--- src/rtl/mul_dot_accum.sv ---
// Purpose : sums LEN consecutive unsigned products into one dot product, holds it for a valid/ready consumer.
// Latency : result registered on the edge that accepts the LEN-th product; out_valid is high from that edge.
// Backpr. : in_ready = (state==ACC) | out_ready; a beat offered while in_ready=0 is dropped and sets err_drop.
//
// Ports:
//   clk, rst_n          rising-edge clock, asynchronous active-low reset
//   clear               synchronous flush (state/acc/cnt/out_valid/err_drop; out_sum is kept)
//   in_valid, in_prod   product stream from the multiplier, which cannot stall
//   in_ready            combinational from out_ready and state only
//   out_valid, out_ready, out_sum   completed dot product, valid/ready handshake
//   err_drop            sticky flag: a product arrived while in_ready was low
module mul_dot_accum #(
  parameter int PROD_W = 8,
  parameter int LEN    = 4,
  parameter int ACC_W  = 10
) (
  input  logic              clk,
  input  logic              rst_n,
  input  logic              clear,
  input  logic              in_valid,
  input  logic [PROD_W-1:0] in_prod,
  output logic              in_ready,
  output logic              out_valid,
  input  logic              out_ready,
  output logic [ACC_W-1:0]  out_sum,
  output logic              err_drop
);

  // A one-element vector still needs a 1-bit counter so the port-free logic stays uniform.
  localparam int CNT_W = (LEN > 1) ? $clog2(LEN) : 1;
  localparam logic [CNT_W-1:0] CNT_LAST = CNT_W'(LEN - 1);

  typedef enum logic {S_ACC, S_HOLD} state_t;

  state_t            state;
  logic [ACC_W-1:0]  acc;
  logic [CNT_W-1:0]  cnt;

  logic              accept;
  logic              last_beat;
  logic [ACC_W-1:0]  acc_base;
  logic [ACC_W-1:0]  acc_next;

  // The only combinational path through the block: out_ready -> in_ready.
  assign in_ready  = (state == S_ACC) | out_ready;
  assign accept    = in_valid & in_ready;
  assign last_beat = (cnt == CNT_LAST);

  // cnt==0 restarts the sum, which also makes a beat accepted while draining HOLD
  // become element 0 of the next vector. Sum wraps modulo 2^ACC_W.
  assign acc_base  = (cnt == '0) ? '0 : acc;
  assign acc_next  = acc_base + ACC_W'(in_prod);

  always_ff @(posedge clk or negedge rst_n) begin
    if (!rst_n) begin
      state     <= S_ACC;
      acc       <= '0;
      cnt       <= '0;
      out_valid <= 1'b0;
      out_sum   <= '0;
      err_drop  <= 1'b0;
    end else if (clear) begin
      // Flush discards any beat offered this cycle without flagging it.
      state     <= S_ACC;
      acc       <= '0;
      cnt       <= '0;
      out_valid <= 1'b0;
      err_drop  <= 1'b0;
    end else begin
      if (in_valid && !in_ready) begin
        err_drop <= 1'b1;
      end

      if (accept) begin
        if (last_beat) begin
          // Completion; covers the LEN==1 drain-and-reload case in HOLD as well.
          out_sum   <= acc_next;
          acc       <= '0;
          cnt       <= '0;
          state     <= S_HOLD;
          out_valid <= 1'b1;
        end else begin
          acc       <= acc_next;
          cnt       <= cnt + CNT_W'(1);
          state     <= S_ACC;
          out_valid <= 1'b0;
        end
      end else if (state == S_HOLD && out_ready) begin
        state     <= S_ACC;
        out_valid <= 1'b0;
      end
    end
  end

endmodule

--- config.mk ---
export PLATFORM = sky130hd
export DESIGN_NAME = mul_dot_accum
export DESIGN_NICKNAME = d
export VERILOG_FILES = /design/src/rtl/mul_dot_accum.sv
export SDC_FILE = /design/constraint.sdc
export NUM_CORES = 1
export LEC_CHECK = 0
export CAP_MARGIN = 20
export CELL_PAD_IN_SITES_DETAIL_PLACEMENT = 1
export CELL_PAD_IN_SITES_GLOBAL_PLACEMENT = 2
export CORE_MARGIN = 2
export CORE_UTILIZATION = 33
export CTS_CLUSTER_DIAMETER = 40
export DETAILED_ROUTE_END_ITERATION = 6
export PLACE_DENSITY = 0.86
export SETUP_SLACK_MARGIN = 0.2
export SYNTH_ARGS = -nofsm -noshare
export SYNTH_HDL_FRONTEND = slang
export SYNTH_SLANG_ARGS = --single-unit
--- constraint.sdc ---
create_clock -name clk -period 3.2 [get_ports clk]
set_input_delay 0.64 -clock clk [delete_from_list [all_inputs] [get_ports clk]]
set_output_delay 0.64 -clock clk [all_outputs]
set_load 0.02 [all_outputs]
### Yosys cells after proc, flatten, opt, wreduce, memory -nomap -nowiden

Cells that the tools add are included.

* register bits: 24
* input port bits: 13
* output and inout port bits: 13
* logic and storage cells: 33

* $add $sub $neg: 2
* equality and inequality tests: 1
* muxes and demuxes: 13
* bitwise operators: 4
* reductions and logical operators: 8

Operators by type and width (count)
* 10-bit two-way mux: 4
* 10-bit by 8-bit adder with 10-bit output: 1
* 1-bit two-way mux: 6
* 2-bit two-way mux: 3
* 2-bit nonzero test: 2
* 3-bit AND reduction: 1
* 3-bit nonzero test: 1
* 2-bit by 1-bit adder with 2-bit output (second input constant): 1
* 2-bit equality test (second input constant): 1
* 1-bit logical AND: 2
* 2-bit logical NOT: 1
* 1-bit inverter: 2
* 1-bit AND: 1
* 1-bit logical NOT: 1
* 1-bit OR: 1

### Longest topological paths before layout

Gate-level depths: netlist of the first run.

* depth in word-level cells: 6
* depth in mapped cells: 12
* gate-level depth less buffers: 11

### Worst setup path before layout of the first run

OpenSTA, ideal clock, no wires.

* path type: register to register
* start: register cnt[0]
* end: register acc[8]
* library setup time: 0.069 ns
* arrival time: 2.379 ns
* required time: 3.131 ns
* setup slack: 0.752 ns
* stages on the path, launching flop included: 13
* buffers on the path: 1
* period minus slack after synthesis: 2.448 ns
* cell sequence: dfrtp_1 > inv_1 > ha_1 > clkbuf_1 > nor2b_1 > ha_1 > inv_1 > fa_1 > nor2b_1 > o31ai_2 > a31oi_1 > or4b_1 > nand3_1

* cells in the longest elaborated chain, start to end: 6
* elaborated cells on any way between the ends: 7
* classes of those cells: add/sub (1); eq/ne (1); mux (4); reduce/logical (1)

RTL lines
* from (decl): line 37 `logic [CNT_W-1:0] cnt;`
* from (signal assigned): line 84 `cnt <= cnt + CNT_W'(1);`
* 2-bit logical NOT: line 51 `assign acc_base = (cnt == '0) ? '0 : acc;`
* 10-bit two-way mux: line 51
* 10-bit by 8-bit adder with 10-bit output: line 52 `assign acc_next = acc_base + ACC_W'(in_prod);`
* 10-bit two-way mux *: line 75 `if (last_beat) begin`
* 10-bit two-way mux *: line 74 `if (accept) begin`
* 10-bit two-way mux *: line 62 `end else if (clear) begin`
* to (signal assigned): line 83 `acc <= acc_next;`
* to (decl): line 36 `logic [ACC_W-1:0] acc;`

Mark *: on every way between the ends. The rest lies on a longest branch, timed or not. The select of a mux whose other input is x is not followed.
A chain may end at the register's enable or synchronous reset.

### Final worst setup path of the first run

* start: register cnt[0]
* end: register out_sum[9]

* cells in the longest elaborated chain, start to end: 3
* elaborated cells on any way between the ends: 5
* classes of those cells: add/sub (1); eq/ne (1); mux (1); reduce/logical (2)

RTL lines
* 2-bit logical NOT: line 51
* 10-bit two-way mux: line 51
* 10-bit by 8-bit adder with 10-bit output: line 52
* to (signal assigned): line 77 `out_sum <= acc_next;`
* to (decl): line 25 `output logic [ACC_W-1:0] out_sum,`

Parallel ways exist; a longest one is shown, timed or not.

==> flow_summary.toml, run 1 <==
[yosys]
synthAdderAreaFrac_pct = 10.3
ys_seq_elements = 24
synth_top_family_by_area = "compound AO/OA/AOI/OAI gates"
avgSynthCellArea_um2 = 10.6
synth_nets = 156
yosys.area_share.xor_xnor_pct = 4.36
ys_types = 35
synthCells = 132
synth_area_um2 = 1410
ys_async_sr_fraction_pct = 100
yosys.area_share.simple_pct = 14.6
muxShareOfSynthArea_pct = 7.93
synthFlopType = "dfrtp_1"
synth_edf_count = 0
synth_warnings = 0
ys_seq_area_share_pct = 42.7
synth_compound_area_share_pct = 17.3

[cts]
cts_max_path_buffers = 2
cts_tree = "yes"
clk_transition_reported_paths_ns = 0.09
clock-sinks = 24
numCtsBuffers = 3
insertion_delay_ns = 0.27
cts_max_level = 1
cts_root_buf = "clkbuf_8"

[place]
io_buffers = 25
dp_cells = 206
dp_hpwl_um = 2540
gp_congestion = 0.829

[routing]
dr.pass1.iters = 4
finalWirelength_um = 3410
postRouteAntennaNets = 0
drc_errors = 0
detail_route.wl_per_cell_um = 16.2
drt_iter0_drc = 26
vias = 1077
via_per_inst = 5.13

[sta]
hold_violations = 0
period_needed_ns = 2.69
worstMarginPinSlew_ns = 0.723
rsz0062_at_grt = "no"
relSlewSlack_pct = 51.5
post-route-period-util_pct = 84.1
max_freq_mhz = 371
finalClockSkew_ns = 0.00430
hold_ws_ns = 0.500
setup_viol = 0
fin_tns_setup_ns = 0
drv_slew = 0

[critical_path]
crit_fanout = 12
arrival_ns = 2.85
cp_slowest_cell = "dfrtp_1"
path_cells = "inv_1 > ha_2 > nand2b_1 > inv_1 > ha_1 > a211oi_2 > o21ai_1 > a31oi_1 > xnor2_1 > mux2_2"
timing.critical_path.mode_cell = "inv_1"
worstSetupStartpointType = "flip-flop"
critPathCaptureType = "flip-flop"
cp_data_required_time_ns = 3.36
worstSetupPathType = "flip-flop to flip-flop"
max_stage_delay_ns = 0.39
critical_path_buf_inv_count = 2
crit_family = "compound AO/OA/AOI/OAI gates"

[global_routing]
grt_pass1_vias = 1253
grt_max_degree = 25
antenna_found_initial = 0
grt_first_pass_wirelength_um = 5990
grt_overflow = 0
track_usage_pct = 15.5

[floorplan]
ios = 26
die-area_um2 = 4800
initial_core_util_pct = 34.6
row_count = 23
die_w_um = 69.3
core_um2 = 4060
die_h_um = 69.3

[layout]
finalNetCount = 185
fin_util_pct = 44.2
layout_common_cells = "clkdlybuf4s50_1 (25), dfrtp_1 (24)"
antenna_cells = 0
syn_to_final_growth_pct = 27.7
layout_commonest_cell = "clkdlybuf4s50_1"
drive_above_1_share_pct = 13.1
instances_no_fill = 210
fillCellCount = 450

[hold_path]
hold_path.class = "flip-flop to flip-flop"

[power]
power_density_nw_per_um2 = 467
peakVddDrop_mv = 0.180
p_leak_nw = 0.812

[job]
drv_cap = 0

[run_status]
status = "complete, no violations"
-- final timing paths --
check	startpoint	endpoint	slack [ns]	depth (start not counted)
min in group asynchronous	rst_n	cnt[1]	0.73	2
max reg2reg	cnt[0]	out_sum[9]	0.51	10
max	cnt[0]	out_sum[9]	0.51	10
min reg2reg	acc[2]	acc[2]	0.50	1
min	acc[2]	acc[2]	0.50	1
max in group asynchronous	rst_n	out_sum[6]	2.23	2
-- through the flow --
stage	worst slack, ns	power, W	instance area (um2)
after floorplan	0.752	0.000481	1410
after global placement	0.453	0.000571	1720
after detailed placement	0.389	0.000579	1720
after CTS	0.365	0.000855	1790
after global routing	0.301	0.000892	1790
final	0.508	0.000839	1790
-- flip-flops by register name, indices dropped and copies added (netlist names) --
signal,cells
cnt,2
acc,10
state,1
out_sum,10
err_drop,1
-- logic make-up (layout without fill, tap and decap cells) --
logic type	after synthesis	after routing
buf+inv	10	38
compound gates	34	34
fa+ha+maj	11	11
flops	24	24
mux	10	10
xor+xnor	7	7
simple gates	36	36
-- cell type report --
| class | count | area [um2] | share of cell area (%) |
|---|---|---|---|
| Multi-Input combinational cell | 98 | 768 | 42.8 |
| Sequential cell | 24 | 601 | 33.5 |
| Timing Repair Buffer | 27 | 265 | 14.8 |
| Tap cell | 50 | 62.6 | 3.49 |
| Clock buffer | 3 | 41.3 | 2.30 |
| Clock inverter | 1 | 30.0 | 1.67 |
| Inverter | 7 | 26.3 | 1.46 |
-- power breakdown --
| group | switching [W] | leakage (nW) | internal (W) |
|---|---|---|---|
| clock network | 0.000100 | 0.0357 | 0.000167 |
| registers | 0.0000168 | 0.321 | 0.000336 |
| logic | 0.000110 | 0.456 | 0.000109 |
-- cells in the mapped netlist, drive strengths merged (4+ instances only) --
cell    n  area share, %
a21oi   6            2.1
a22o    7            4.4
a31oi   4            1.8
dfrtp  24             43
ha     10            8.9
inv     7            1.9
mux2    9            7.2
nand2   7            2.4
nor2    9            2.4
nor2b   9            4.0
o21ai   5            1.8
xnor2   6            3.7
-- per-layer routing --
layer | track usage [%] | part of all wire, % | wire length (um)
met5 | 0 | 0 | 0
met4 | 3.27 | 0.41 | 14
met3 | 2.91 | 2.6 | 87
met2 | 27.5 | 51 | 1750
met1 | 19.7 | 46 | 1560
-- timing repair --
action / in CTS / in global routing
endpoints found under the hold margin: 0 / 0
buffers inserted: 0 / 0
setup endpoints to repair: 0 / 1
hold buffers: 0 / 0
gates resized for setup: 0 / 1
No activity file was read; power rests on OpenSTA's default activity.
==> run 2, diff against run 1 <==
--- a/config.mk
+++ b/config.mk
@@ -9,10 +9,10 @@
 export CELL_PAD_IN_SITES_DETAIL_PLACEMENT = 1
 export CELL_PAD_IN_SITES_GLOBAL_PLACEMENT = 2
 export CORE_MARGIN = 2
-export CORE_UTILIZATION = 33
+export CORE_UTILIZATION = 29
 export CTS_CLUSTER_DIAMETER = 40
 export DETAILED_ROUTE_END_ITERATION = 6
-export PLACE_DENSITY = 0.86
+export PLACE_DENSITY = 0.81
 export SETUP_SLACK_MARGIN = 0.2
 export SYNTH_ARGS = -nofsm -noshare
 export SYNTH_HDL_FRONTEND = slang
==> constraint.sdc (replaced) <==
create_clock -name clk -period 2.2 [get_ports clk]
set_input_delay 0.44 -clock clk [delete_from_list [all_inputs] [get_ports clk]]
set_output_delay 0.44 -clock clk [all_outputs]
set_load 0.02 [all_outputs]
==> run 2 against run 1 <==
The flow now finishes with violations (negative setup slack). Non-clock buffer count rose by 20. Global-route usage fell by 0.27 points. Final area is 16% higher. Die area grew 13%. Sequential share of layout area decreased by 4.6 points. Fmax grew 17%. Wire length is 11% higher. First-iteration DRC count increased by 23%. Critical path type unchanged. Largest cell class unchanged. Largest power group unchanged.
==> flow_summary.toml, run 2 (same netlist as run 1, synthesis figures left out) <==
[run_status]
status = "finished with violations"
violations = "negative setup slack"

[routing]
finalWirelength_um = 3790
drc_errors = 0
drt_iter0_drc = 32
vias = 1175
postRouteAntennaNets = 0
dr.pass1.iters = 3
detail_route.wl_per_cell_um = 16.2
via_per_inst = 5.02

[floorplan]
core_um2 = 4690
die-area_um2 = 5420
die_w_um = 73.6
die_h_um = 73.6
ios = 26
initial_core_util_pct = 29.9
row_count = 25

[cts]
insertion_delay_ns = 0.27
cts-hold-fix-buffers = 0
numCtsBuffers = 3
cts_root_buf = "clkbuf_8"
cts_max_path_buffers = 2
clock-sinks = 24
cts_max_level = 1
cts_tree = "yes"
clk_transition_reported_paths_ns = 0.09

[critical_path]
crit_fanout = 4
worstSetupPathType = "flip-flop to flip-flop"
critPathCaptureType = "flip-flop"
arrival_ns = 2.51
worstSetupStartpointType = "flip-flop"
cp_data_required_time_ns = 2.41

[global_routing]
grt_max_degree = 25
track_usage_pct = 15.3
grt_pass1_vias = 1316
grt_overflow = 0
antenna_found_initial = 0
grt_first_pass_wirelength_um = 6300

[sta]
drv_slew = 0
period_needed_ns = 2.30
worstMarginPinSlew_ns = 0.618
setup_viol = 5
finalClockSkew_ns = 0.00100
fin_tns_setup_ns = -0.214
relSlewSlack_pct = 58.8
rsz0062_at_grt = "yes"
setup_ws_ns = -0.0991
max_freq_mhz = 435
post-route-period-util_pct = 105
hold_violations = 0

[layout]
layout_common_cells = "dfrtp_1 (24), clkdlybuf4s50_1 (24), buf_4 (21), nor2_1 (9)"
antenna_cells = 0
syn_to_final_growth_pct = 47.9
finalNetCount = 205
drive_above_1_share_pct = 34.4
largest_registers = "acc x10, out_sum x10, cnt x2"
instances_no_fill = 234

[job]
drv_cap = 0

[power]
peakVddDrop_mv = 0.201
p_leak_nw = 0.927
finalPower_w = 0.00122
power_density_nw_per_um2 = 588

[place]
dp_hpwl_um = 2830
dp_cells = 224
place_ws_ns = -0.390
gp_congestion = 0.807
io_buffers = 25

[hold_path]
hold_path.class = "flip-flop to flip-flop"
run 2: timing repair:
item	in CTS	in global routing
pin swaps	7	12
setup buffers	3	3
endpoints found under the setup margin	14	16
resized for setup	11	15
run 2: final timing paths:
| check | cells past startpoint | slack, ns | startpoint | endpoint |
|---|---|---|---|---|
| worst max-delay path | 11 | -0.1 | cnt[0] | acc[8] |
| worst min-delay path | 1 | 0.50 | acc[2] | acc[2] |
| worst max register to register | 11 | -0.1 | cnt[0] | acc[8] |
| worst min register to register | 1 | 0.50 | acc[2] | acc[2] |
| max in group asynchronous | 2 | 1.43 | rst_n | acc[1] |
| min in group asynchronous | 2 | 0.52 | rst_n | cnt[1] |
run 2: final cells by class:
cell class                 count  area (um2)
sequential                    24         601
inverter                       7        26.3
tap                           54        67.6
clock buffer                   4        55.1
fill                         527        2610
timing repair buffer          47         418
multi-input combinational     98         911
run 2: where the power goes:
group          switching (W)  internal, W  total (W)  leakage (nW)
Combinational       0.000188     0.000213   0.000400         0.578
Sequential         0.0000255     0.000488   0.000514         0.321
Clock               0.000147     0.000160   0.000307        0.0288
Total               0.000360     0.000861    0.00122         0.927
run 2: metrics by stage:
step                instance area, um2  hold WS [ns]  util [%]
detailed placement                1850         0.476      39.5
CTS                               2000         0.506      42.6
finish                            2080         0.505      44.3
global route                      2080         0.525      44.3
global placement                  1850         0.470      39.5
floorplan                         1440         0.144         -
run 2: routing by layer:
layer | vias to the layer above | GRT usage (%) | part of all wire (%)
met4 | 0 | 3.84 | 1.3
met5 | - | 0 | 0
met1 | 586 | 19.2 | 46
met2 | 20 | 27.0 | 50
li1 | 563 | - | -
met3 | 6 | 2.47 | 2.8
run 2: worst max-delay path, cell delays in order (launching register included):
cell	delay (ns)
dfrtp_1	0.40
inv_2	0.09
ha_4	0.18
nor2b_4	0.05
ha_4	0.16
inv_2	0.05
fa_2	0.22
nor2b_4	0.05
o31ai_4	0.31
a31oi_4	0.14
or4b_1	0.48
nand3_1	0.10
==> run 3, diff against run 2 <==
--- a/config.mk
+++ b/config.mk
@@ -13,7 +13,6 @@
 export CTS_CLUSTER_DIAMETER = 40
 export DETAILED_ROUTE_END_ITERATION = 6
 export PLACE_DENSITY = 0.81
-export SETUP_SLACK_MARGIN = 0.2
 export SYNTH_ARGS = -nofsm -noshare
 export SYNTH_HDL_FRONTEND = slang
 export SYNTH_SLANG_ARGS = --single-unit
==> run 3 against run 2 <==
The flow still finishes with violations (negative setup slack). Clock-buffer cell count did not move. Clock skew rose by 0.0037 ns. Sequential cell count did not move. Setup slack gained 0.026 ns. Die area unchanged. Wire length increased by 7.3%. Clock power up 1%. Total power is 1.8% higher. Combinational power is 5% higher. Sequential share of layout area is 0.84 points lower. Critical path type unchanged. Critical endpoint unchanged. Largest cell class unchanged.
==> flow_summary.toml, run 3 (same netlist as run 1, synthesis figures left out) <==
[power]
peakVddDrop_mv = 0.258
sequentialPowerShare_pct = 41.4
combPwrFrac_pct = 33.6
sw_frac_of_total_pct = 30.3
p_leak_nw = 0.949
power.internal_w = 0.000867
finalPower_w = 0.00124
power_frac_clock_pct = 25.0
power_density_nw_per_um2 = 581
p_sw_w = 0.000377

[sta]
worstMarginPinSlew_ns = 0.916
setup_ws_ns = -0.0727
max_freq_mhz = 440
period_needed_ns = 2.27
post-route-period-util_pct = 103
rsz0062_at_grt = "yes"
drv_slew = 0
hold_violations = 0
finalClockSkew_ns = 0.00466
fin_tns_setup_ns = -0.186
setup_viol = 5
relSlewSlack_pct = 38.9

[critical_path]
worstSetupStartpointType = "flip-flop"
path_cells = "inv_2 > ha_4 > buf_6 > nor2b_1 > ha_1 > o21a_1 > o31ai_4 > a31oi_4 > or4b_1 > nand3_1"
cp_data_required_time_ns = 2.42
max_stage_delay_ns = 0.48
worstSetupPathType = "flip-flop to flip-flop"
crit_fanout = 5
arrival_ns = 2.49
cp_slowest_cell = "or4b_1"
crit_family = "simple AND/OR/NAND/NOR gates"
critical_path_buf_inv_count = 2
critPathCaptureType = "flip-flop"

[cts]
numCtsBuffers = 3
clk_transition_reported_paths_ns = 0.09
cts_tree = "yes"
insertion_delay_ns = 0.27
cts_max_level = 1
cts_root_buf = "clkbuf_8"
cts_max_path_buffers = 2
cts-hold-fix-buffers = 0
clock-sinks = 24

[routing]
finalWirelength_um = 4070
postRouteAntennaNets = 0
drc_errors = 0
detail_route.wl_per_cell_um = 17.2
vias = 1189
via_per_inst = 5.02
dr.pass1.iters = 4
drt_iter0_drc = 41

[global_routing]
grt_max_degree = 25
grt_overflow = 0
grt_pass1_vias = 1426
grt_first_pass_wirelength_um = 6640
antenna_found_initial = 0
track_usage_pct = 16.2

[floorplan]
initial_core_util_pct = 29.9
row_count = 25
ios = 26
core_um2 = 4690
die-area_um2 = 5420
die_h_um = 73.6
die_w_um = 73.6

[layout]
instances_no_fill = 237
layout_commonest_cell = "clkdlybuf4s50_1"
largest_registers = "acc x10, out_sum x10, cnt x2"
fin_util_pct = 45.6
antenna_cells = 0
drive_above_1_share_pct = 38.3
layout_common_cells = "clkdlybuf4s50_1 (25), dfrtp_1 (24), buf_4 (23), mux2_2 (8)"
finalNetCount = 208
syn_to_final_growth_pct = 52.4

[place]
gp_congestion = 0.837
place_ws_ns = -0.344
io_buffers = 25
dp_cells = 226
dp_hpwl_um = 2900

[run_status]
status = "finished with violations"
violations = "negative setup slack"

[job]
drv_cap = 0

[hold_path]
hold_path.class = "flip-flop to flip-flop"
## run 3: cell count changes in the layout (fill, tap and decap cells not counted), sizes merged
cell and delta:
buf +3, dlygate4sd2 -1, clkdlybuf4s50 +1
## run 3: area by class of cell
cell class	count	area (um2)
flip-flops and latches	24	601
inverters	7	26.3
clock buffers	4	55.1
multi-input cells	98	952
fillers	524	2550
repair buffers	50	439
well taps	54	67.6
## run 3: worst paths after layout
| kind | start | endpoint | slack [ns] | depth (start not counted) |
|---|---|---|---|---|
| setup / recovery | cnt[0] | acc[8] | -0.07 | 10 |
| hold reg to reg | acc[7] | acc[7] | 0.51 | 1 |
| setup reg to reg | cnt[0] | acc[8] | -0.07 | 10 |
| hold / removal | acc[7] | acc[7] | 0.51 | 1 |
| max in group asynchronous | rst_n | out_sum[2] | 1.43 | 2 |
| min in group asynchronous | rst_n | acc[8] | 0.52 | 2 |
## run 3: layer usage
layer  vias to the layer above  global-route usage (%)  wire length (um)
li1                        571                       -                 -
met1                       591                    19.4              1690
met2                        23                    29.5              2210
met3                         4                    3.29               129
met4                         0                    3.43                30
met5                         -                       0                 0
## run 3: power by group through the flow
stage	clock [W]	sequential [W]	combinational, W
after global placement	0	0.000520	0.000345
final	0.000311	0.000514	0.000418
after global routing	0.000340	0.000522	0.000451
after detailed placement	0	0.000523	0.000355
after floorplan	0	0.000558	0.000154
after CTS	0.000322	0.000515	0.000375
## run 3: stage by stage
stage          cell area [um2]  hold WS (ns)
6_report                  2140         0.512
5_1_grt                   2140         0.534
4_1_cts                   2000         0.508
3_5_place_dp              1870         0.478
3_3_place_gp              1870         0.471
2_1_floorplan             1440         0.144
## run 3: repair_timing
item / CTS / global route
gates resized for setup: 11 / 22
pin swaps: 5 / 8
endpoints found under the setup margin: 10 / 12
cloned: 0 / 1
setup buffers: 2 / 4
